**src/rtl/demux_seq_ctrl.sv**
```systemverilog
// Sequenced 1-to-16 demultiplexer: sweeps the enabled channels in ascending order,
// dwelling a programmable number of cycles on each and capturing the serial bit per channel.
module demux_seq_ctrl #(
  parameter int DWELL_W = 8
) (
  input  logic               clk,
  input  logic               rst,
  input  logic               start,
  input  logic               abort,
  input  logic               cont,
  input  logic [15:0]        mask,
  input  logic [DWELL_W-1:0] dwell,
  input  logic               in,
  output logic [3:0]         sel,
  output logic               en,
  output logic [15:0]        y,
  output logic [15:0]        y_hold,
  output logic               busy,
  output logic               done
);

  typedef enum logic [1:0] {
    IDLE = 2'd0,
    RUN  = 2'd1,
    FIN  = 2'd2
  } state_t;

  state_t             state_reg, state_next;
  logic [3:0]         sel_reg, sel_next;
  logic [15:0]        mask_q_reg, mask_q_next;
  logic [DWELL_W-1:0] dwell_q_reg, dwell_q_next;
  logic [DWELL_W-1:0] cnt_reg, cnt_next;
  logic [15:0]        y_hold_reg, y_hold_next;
  logic               capture;
  logic               above_found;
  logic [3:0]         above_idx;

  function automatic logic [3:0] lowest_set(input logic [15:0] m);
    logic [3:0] idx;
    idx = 4'd0;
    for (int i = 15; i >= 0; i--) begin
      if (m[i]) idx = 4'(i);
    end
    return idx;
  endfunction

  // Nearest enabled channel strictly above the current one.
  always_comb begin
    above_found = 1'b0;
    above_idx   = 4'd0;
    for (int i = 15; i >= 0; i--) begin
      if (mask_q_reg[i] && (i > int'(sel_reg))) begin
        above_found = 1'b1;
        above_idx   = 4'(i);
      end
    end
  end

  always_comb begin
    state_next   = state_reg;
    sel_next     = sel_reg;
    mask_q_next  = mask_q_reg;
    dwell_q_next = dwell_q_reg;
    cnt_next     = cnt_reg;
    capture      = 1'b0;
    case (state_reg)
      IDLE: begin
        if (!abort && start && (|mask)) begin
          mask_q_next  = mask;
          dwell_q_next = dwell;
          sel_next     = lowest_set(mask);
          cnt_next     = '0;
          state_next   = RUN;
        end
      end
      RUN: begin
        if (abort) begin
          state_next = IDLE;
        end else if (cnt_reg == dwell_q_reg) begin
          capture  = 1'b1;
          cnt_next = '0;
          if (above_found) begin
            sel_next = above_idx;
          end else if (cont) begin
            // Sweep wrap in continuous mode re-samples the channel set and dwell.
            mask_q_next  = mask;
            dwell_q_next = dwell;
            if (|mask) begin
              sel_next = lowest_set(mask);
            end else begin
              state_next = IDLE;
            end
          end else begin
            state_next = FIN;
          end
        end else begin
          cnt_next = cnt_reg + {{(DWELL_W-1){1'b0}}, 1'b1};
        end
      end
      FIN: begin
        state_next = IDLE;
      end
      default: begin
        state_next = IDLE;
      end
    endcase
  end

  always_comb begin
    y_hold_next = y_hold_reg;
    if (capture) y_hold_next[sel_reg] = in;
  end

  always_ff @(posedge clk) begin
    if (rst) begin
      state_reg   <= IDLE;
      sel_reg     <= 4'd0;
      mask_q_reg  <= 16'h0000;
      dwell_q_reg <= '0;
      cnt_reg     <= '0;
      y_hold_reg  <= 16'h0000;
    end else begin
      state_reg   <= state_next;
      sel_reg     <= sel_next;
      mask_q_reg  <= mask_q_next;
      dwell_q_reg <= dwell_q_next;
      cnt_reg     <= cnt_next;
      y_hold_reg  <= y_hold_next;
    end
  end

  assign sel    = sel_reg;
  assign en     = (state_reg == RUN);
  assign busy   = (state_reg == RUN) || (state_reg == FIN);
  assign done   = (state_reg == FIN);
  assign y_hold = y_hold_reg;

  genvar gi;
  generate
    for (gi = 0; gi < 16; gi++) begin : g_y
      assign y[gi] = en && (sel_reg == 4'(gi)) && in;
    end
  endgenerate

endmodule

```
**config.mk**
```make
export PLATFORM = sky130hd
export DESIGN_NAME = demux_seq_ctrl
export DESIGN_NICKNAME = d
export VERILOG_FILES = /design/src/rtl/demux_seq_ctrl.sv
export SDC_FILE = /design/constraint.sdc
export NUM_CORES = 1
export LEC_CHECK = 0
export CAP_MARGIN = 25
export CORE_ASPECT_RATIO = 1.1
export CORE_UTILIZATION = 45
export CTS_CLUSTER_DIAMETER = 150
export DETAILED_ROUTE_END_ITERATION = 7
export PLACE_DENSITY = 0.71
export SETUP_SLACK_MARGIN = 0.1
export SLEW_MARGIN = 10
export SYNTH_ARGS = -nofsm -noshare
export SYNTH_HDL_FRONTEND = slang
export SYNTH_SLANG_ARGS = --single-unit
```
**constraint.sdc**
```tcl
create_clock -name clk -period 3.2 [get_ports clk]
set_input_delay 0.96 -clock clk [delete_from_list [all_inputs] [get_ports clk]]
set_output_delay 0.96 -clock clk [all_outputs]
set_load 0.03 [all_outputs]
```
; Word-level counts from Yosys, hierarchy flattened
; Index checks and enable logic that the tools add are counted.
[classes]
add_sub_neg = 1
order_cmp = 17
eq_ne = 28
muxes = 82
n_reduce_logical = 60
[op_table]
columns = op, n
row1 = 4-bit two-way mux, 37
row2 = 16-bit two-way mux, 5
row3 = 8-bit two-way mux, 8
row4 = 1-bit logical AND, 50
row5 = 4-bit == test (second input constant), 8
row6 = 4-bit greater-than comparator (first input constant), 8
row7 = 16-bit case mux with 2 select lines, 1
row8 = 8-bit case mux with 2 select lines, 2
row9 = 1-bit two-way mux, 19
row10 = 16-bit bitwise mux, 1
row11 = 4-bit by 3-bit == test with 1-bit output (second input constant), 4
row12 = 3-bit by 4-bit greater-than comparator with 1-bit output (first input constant), 4
row13 = 16-bit OR reduction, 1
row14 = 2-bit two-way mux, 6
row15 = 6-bit AND reduction, 2
row16 = 8-bit by 1-bit adder with 8-bit output (second input constant), 1
row17 = 4-bit by 2-bit == test with 1-bit output (second input constant), 2
row18 = 8-bit == test, 1
row19 = 2-bit by 4-bit greater-than comparator with 1-bit output (first input constant), 2
row20 = 2-bit != test (second input constant), 4
row21 = 4-bit case mux with 2 select lines, 1
row22 = 3-bit by 2-bit != test with 1-bit output (second input constant), 2
row23 = 4-bit by 5-bit < comparator with 1-bit output (second input constant), 1
row24 = 1-bit demux with 4-bit select, 1
row25 = 17 further kinds, 17
[totals]
register_bits = 54
input_bits = 30
output_inout_bits = 39
word_cells = 194

; Logic depth before layout (Yosys ltp)
; Gate-level depths: netlist of run 1.
[logic_depth]
ltp_word = 22
ltp_mapped = 10
mapped_depth_nobuf = 8

; Worst setup path after synthesis of run 1
; Ideal clock, no wire load.
[synth_timing]
path_kind = register -> output
from = register sel_reg[1] (netlist: sel[1])
to = output port y[10]
arrival_ns = 1.893
required_ns = 2.240
slack_ns = 0.347
path_stages_with_launch = 6
n_path_buf = 2
cell_sequence = dfxtp_1 -> buf_6 -> clkbuf_1 -> nor2b_1 -> nand3_1 -> nor2_1
[synth_between]
elab_chain_len = 3
[synth_lines]
columns = item, line
row1 = start: declaration, 29  ; logic [3:0] sel_reg, sel_next;
row2 = start signal: assignment, 124  ; sel_reg <= sel_next;
row3 = 4-bit == test, 141  ; assign y[gi] = en && (sel_reg == 4'(gi)) && in;
row4 = 1-bit logical AND (2 in a row), 141
row5 = end: declaration, 16  ; output logic [15:0] y,
; No other way between the ends.

; Final worst setup path of run 1
[layout_timing]
from = input port in
to = output port y[15]
[layout_between]
elab_chain_len = 1
[layout_lines]
columns = item, line
row1 = start: declaration, 13  ; input logic in,
row2 = 1-bit logical AND, 141
; No other way between the ends.

==> results of run 1 <==
==> path summary, 6_finish.rpt <==
kind / slack [ps] / cells past startpoint / endpoint / startpoint
setup / recovery: 220 / 4 / y[15] / in
hold / removal: 480 / 2 / mask_q_reg[6] / mask_q_reg[6]
setup reg to reg: 520 / 7 / mask_q_reg[7] / sel[2]
hold reg to reg: 480 / 2 / mask_q_reg[6] / mask_q_reg[6]
==> kinds of logic (layout without fill, tap and decap cells) <==
group                      count (synthesis)  after routing  synth area share [%]
xor gates and xnor gates                  15             15                  3.87
AOI/OAI and AO/OA                         81             81                  17.6
buffers and inverters                     31            121                  5.35
DFF                                       53             53                  31.3
and+or+nand+nor                          183            183                  30.6
adders and majority gates                  5              5                  1.85
muxes                                     32             32                  9.45
==> per-layer routing <==
metal	global-route usage, %	vias to the layer above	share of wire [%]
li1	-	1606	-
met1	27.3	1498	44
met2	41.9	53	53
met3	3.00	8	2.6
met4	6.78	0	1.1
met5	0	-	0
==> critical path: cells and delay by family <==
kind	cells	cell delay (ps)
simple gates	2	330
buf+inv	2	730
==> cell usage in the layout (no fill, tap or decap), types with 3 or more instances in the layout <==
cell	n
nor4_1	7
buf_4	50
nor4_2	3
a21oi_1	22
buf_12	3
inv_1	8
xor2_1	11
nor3_1	3
dfxtp_1	53
o31ai_1	6
nand4_1	11
clkbuf_8	5
a311oi_1	3
or3_1	3
a21boi_0	5
nand2b_1	59
clkdlybuf4s50_1	52
nor2_1	45
and3_1	3
xnor2_1	4
o21ai_0	11
nor2b_1	5
mux2i_1	32
ha_1	5
nand2_1	13
nand3_1	16
nand4b_1	3
a21o_1	3
==> per-stage QoR <==
| step | power (mW) | util (%) | worst slack (ps) |
|---|---|---|---|
| 3_5_place_dp | 1.38 | 60.0 | 67.2 |
| 4_1_cts | 1.76 | 61.2 | 220 |
| 3_3_place_gp | 1.37 | 60.0 | 116 |
| 6_report | 1.75 | 61.2 | 221 |
| 2_1_floorplan | 1.17 | - | 347 |
| 5_1_grt | 1.85 | 61.2 | 100 |
==> area by class of cell <==
class	count	area, sq um
Clock buffer	6	72.6
Fill cell	630	2780
Inverter	8	30.0
Timing Repair Buffer	105	956
Tap cell	85	106
Clock inverter	2	13.8
Multi-Input combinational cell	316	2150
Sequential cell	53	1060
==> power groups by stage <==
stage	clock network, mW	logic (mW)	registers, mW
2_1_floorplan	0	0.413	0.755
3_5_place_dp	0	0.608	0.769
5_1_grt	0.424	0.666	0.761
3_3_place_gp	0	0.599	0.767
4_1_cts	0.391	0.611	0.754
6_report	0.382	0.613	0.754
==> flow_summary.ini, run 1 <==
[finish]
fin_area_sq_um = 4390
n_antenna_cell = 0
drive_gt1_share_pct = 15.7
area_delta_synth_final_pct = 29.4
largest_register_ffs = 16
nNetsFinal = 524
fin_cells = 575

[worst_setup_path]
cpMaxStageDelayCell = clkdlybuf4s50_1
path_cells = clkdlybuf4s50_1 -> nand4_1 -> nor2_1 -> buf_4
max_stage_delay_ps = 550
worst_setup_path_end_kind = output port
cp_data_arrival_time_ps = 2020
path_class = primary input to output port
crit_fanout = 5
cp.required_ps = 2240
start_kind = primary input

[logic_synthesis]
synth_area_leaders = dfxtp_1, nand2b_1, mux2i_1
post-synth-top-count-cell = nand2b_1
synth_top_flop_cell = dfxtp_1
synth_area_sq_um = 3390
synth_nets = 435
seq_area_frac_synth_pct = 31.3
syn_inst = 400
synth_warnings = 0
async_flop_share_pct = 0
yosys.area.top_type_share_pct = 31.3
ys_ff_latch = 53
synth_common_cells = nand2b_1, dfxtp_1, nor2_1, mux2i_1, a21oi_1
avgSynthCellArea_sq_um = 8.48
synth_edf_count = 0
synth_area_leader_cell = dfxtp_1
synth_cell_types = 66

[pwr]
clockPowerShare_pct = 21.8
pwr-share-seq_pct = 43.1
power.leakage_nw = 1.67
p_int_mw = 1.13
switchingPower_uw = 620
ir_drop_v = 0.000202
power_frac_comb_pct = 35.1
p_sw_share_pct = 35.4
power_density_nw_per_um2 = 399

[die]
die_y_um = 93.0
die-width_um = 84.8
rows = 32
core_area_sq_um = 7170
start_util_pct = 47.3
pin_count = 69
die_area_sq_um = 7890

[sta]
rsz0062_at_grt = no
whs_ps = 479
fin_skew_ps = 2.85
hold_viol_final = 0
worst_pin_slew_ps = 613
max_freq_mhz = 336
tns_ps = 0
slew_headroom_pct = 59.1
fin_crit_sh_pct = 93.1
setup_viol = 0
final_max_slew_viol_count = 0
fin_crit_ps = 2980

[routing]
detail-route-antenna-nets = 0
drt-total-wl_um = 8770
drt_iter0_drc = 165
vias = 3165
first_pass_iters = 4
viasPerCell = 5.50
wl_per_cell_um = 15.3
drc = 0

[grt]
grt_max_degree = 35
grt_usage_pct = 22.7
antenna_found_initial = 0
grt_pass1_wl_um = 14300
grt_pass1_vias = 3045
gr-total-overflow = 0

[clock_tree]
cts_setup_buffers = 0
root_buffer = clkbuf_8
cts_resized = 0
insertion_delay_ps = 310
cts_max_path_buffers = 2
h-tree-depth = 2
cts_tree = yes
cts.hold.buffers_added = 0
numCtsBuffers = 5
path_clk_slew_ps = 100
clkSinkCount = 53

[placement]
io_buffers = 68
gp_congestion = 0.801
placed_cells = 567
dp_hpwl_um = 6620
placed_cell_area_sq_um = 4300

[worst_hold_path]
hold_class = flop to flop

[flow_run]
maxCapViolCount = 0

[run_status]
status = finished, final reports clean
(Power assumes the default switching activity.)
==> run 2: changes to the inputs <==
--- a/config.mk
+++ b/config.mk
@@ -5,12 +5,14 @@
 export SDC_FILE = /design/constraint.sdc
 export NUM_CORES = 1
 export LEC_CHECK = 0
+export ABC_AREA = 1
 export CAP_MARGIN = 25
 export CORE_ASPECT_RATIO = 1.1
+export CORE_MARGIN = 4
 export CORE_UTILIZATION = 45
-export CTS_CLUSTER_DIAMETER = 150
+export CTS_CLUSTER_DIAMETER = 120
 export DETAILED_ROUTE_END_ITERATION = 7
-export PLACE_DENSITY = 0.71
+export PLACE_DENSITY = 0.73
 export SETUP_SLACK_MARGIN = 0.1
 export SLEW_MARGIN = 10
 export SYNTH_ARGS = -nofsm -noshare
==> run 2 against run 1 <==
- power up 67%
- die area up 3.6%
- cell area down 11%
- first-iteration DRC count down 21%
- combinational power rose to 2.7 times the previous value
- sequential power up 16%
- critical path type unchanged
- largest cell class unchanged
==> flow_summary.ini, run 2 <==
[routing]
drt-total-wl_um = 8140
drt_iter0_drc = 130
first_pass_iters = 4
wl_per_cell_um = 13.6
detail-route-antenna-nets = 0
viasPerCell = 5.36
vias = 3209
drc = 0

[pwr]
power.leakage_nw = 1.59
ir_drop_v = 0.000414
p_sw_share_pct = 48.3
p_int_mw = 1.51
switchingPower_mw = 1.41
power_frac_comb_pct = 57.2
power_density_nw_per_um2 = 753
pwr-share-seq_pct = 30.0
clockPowerShare_pct = 12.9

[sta]
worst_slack_ps = 199
worst_pin_slew_ps = 652
rsz0062_at_grt = no
hold_viol_final = 0
whs_ps = 449
tns_ps = 0
fin_crit_ps = 3000
setup_viol = 0
fin_skew_ps = 4.40
final_max_slew_viol_count = 0
slew_headroom_pct = 56.5
fin_crit_sh_pct = 93.8
max_freq_mhz = 333

[logic_synthesis]
synth_area_leaders = dfxtp_1, a21oi_1, inv_1
synth_warnings = 0
synthSimpleGateAreaFrac_pct = 33.0
synth_area_sq_um = 3050
avgSynthCellArea_sq_um = 6.80
synth_area_leader_cell = dfxtp_1
synth_common_cells = inv_1, nand2_1, dfxtp_1, a21oi_1, nor3_1
synth_cell_types = 38
async_flop_share_pct = 0
synth_compound_area_share_pct = 15.8
synth.area.mux_share_pct = 0
ys_ff_latch = 53
synth_edf_count = 0
synth_top_flop_cell = dfxtp_1
yosys.area.top_type_share_pct = 34.7
seq_area_frac_synth_pct = 34.7
synth_nets = 484
synth_xor_area_share_pct = 2.87
post-synth-top-count-cell = inv_1
synthAdderAreaFrac_pct = 2.05
synth_top_family_by_area = simple AND/OR/NAND/NOR gates
syn_inst = 449

[die]
rows = 31
die-width_um = 86.6
die_area_sq_um = 8170
core_area_sq_um = 6590
pin_count = 69
die_y_um = 94.4
start_util_pct = 46.3

[finish]
fill_cells = 671
area_delta_synth_final_pct = 27.3
nNetsFinal = 551
ff_latch_area_sq_um = 1060
largest_register_ffs = 16
mostFrequentLayoutCells = inv_1, nand2_1, dfxtp_1, clkdlybuf4s50_1, a21oi_1
n_antenna_cell = 0
fin_cells = 599
drive_gt1_share_pct = 12.2
mostFrequentLayoutCell = inv_1
multiInputGateArea_sq_um = 1660

[worst_setup_path]
worst_setup_path_end_kind = output port
start_kind = primary input
cp_data_arrival_time_ps = 2040
crit_fanout = 16
path_class = primary input to output port
cp.required_ps = 2240

[clock_tree]
numCtsBuffers = 5
path_clk_slew_ps = 90
cts_tree = yes
h-tree-depth = 2
clkSinkCount = 53
insertion_delay_ps = 310
root_buffer = clkbuf_8
cts_max_path_buffers = 2
cts_setup_buffers = 0

[worst_hold_path]
hold_class = flop to flop

[grt]
antenna_found_initial = 0
grt_pass1_wl_um = 13500
grt_pass1_vias = 2930
grt_usage_pct = 20.1
gr-total-overflow = 0
grt_max_degree = 28

[placement]
dpl_worst_slack_ps = 32.1
io_buffers = 68
dp_hpwl_um = 6130
placed_cells = 591
gp_congestion = 0.804

[flow_run]
maxCapViolCount = 0

[run_status]
status = finished, final reports clean
## run 2: cell type report
class / count / area share [%]
Tap cell: 82 / 2.64
Clock buffer: 5 / 1.77
Clock inverter: 3 / 0.451
Inverter: 66 / 6.37
Timing Repair Buffer: 80 / 18.8
Sequential cell: 53 / 27.3
Multi-Input combinational cell: 310 / 42.7
## run 2: routing by layer
metal,GRT usage [%],up-vias,share of wire (%)
li1,-,1651,-
met2,35.0,83,48
met3,4.01,7,6.2
met1,25.6,1468,44
met5,0,-,0
met4,4.42,0,0.86
## run 2: worst paths after layout
| check | start | to | slack [ps] | cells after the start |
|---|---|---|---|---|
| setup reg to reg | sel[1] | sel[0] | 490 | 12 |
| setup / recovery | in | y[10] | 200 | 4 |
| hold / removal | y_hold[4] | y_hold[4] | 450 | 2 |
| hold reg to reg | y_hold[4] | y_hold[4] | 450 | 2 |
## run 2: through the flow
step | total power [mW] | util, % | cell area, sq um
final | 2.93 | 59.0 | 3890
after global routing | 3.16 | 59.0 | 3890
after CTS | 2.92 | 58.7 | 3870
after detailed placement | 2.54 | 57.4 | 3780
after global placement | 2.50 | 57.4 | 3780
after floorplan | 2.11 | - | 3050
## run 2: logic make-up after synthesis
kind of cell / after synthesis
buffers and inverters: 86
and+or+nand+nor: 204
DFF: 53
xor gates and xnor gates: 10
adders and majority gates: 5
AOI/OAI and AO/OA: 91
## run 2: worst max-delay path, stage by stage
cell             delay (ps)
clkdlybuf4s50_1         530
nand2_4                 140
nor3_1                  220
buf_4                   190
## run 2: repair_timing
action,in CTS,in global routing
gates resized for setup,1,3
endpoints found under the setup margin,11,7
hold buffers,0,0
pin swaps,0,0
## run 2: power by group through the flow
stage / Sequential [mW] / Combinational [mW] / Clock, mW
4_1_cts: 0.877 / 1.66 / 0.387
5_1_grt: 0.893 / 1.86 / 0.415
6_report: 0.878 / 1.67 / 0.376
3_3_place_gp: 0.891 / 1.61 / 0
2_1_floorplan: 0.881 / 1.23 / 0
3_5_place_dp: 0.892 / 1.65 / 0
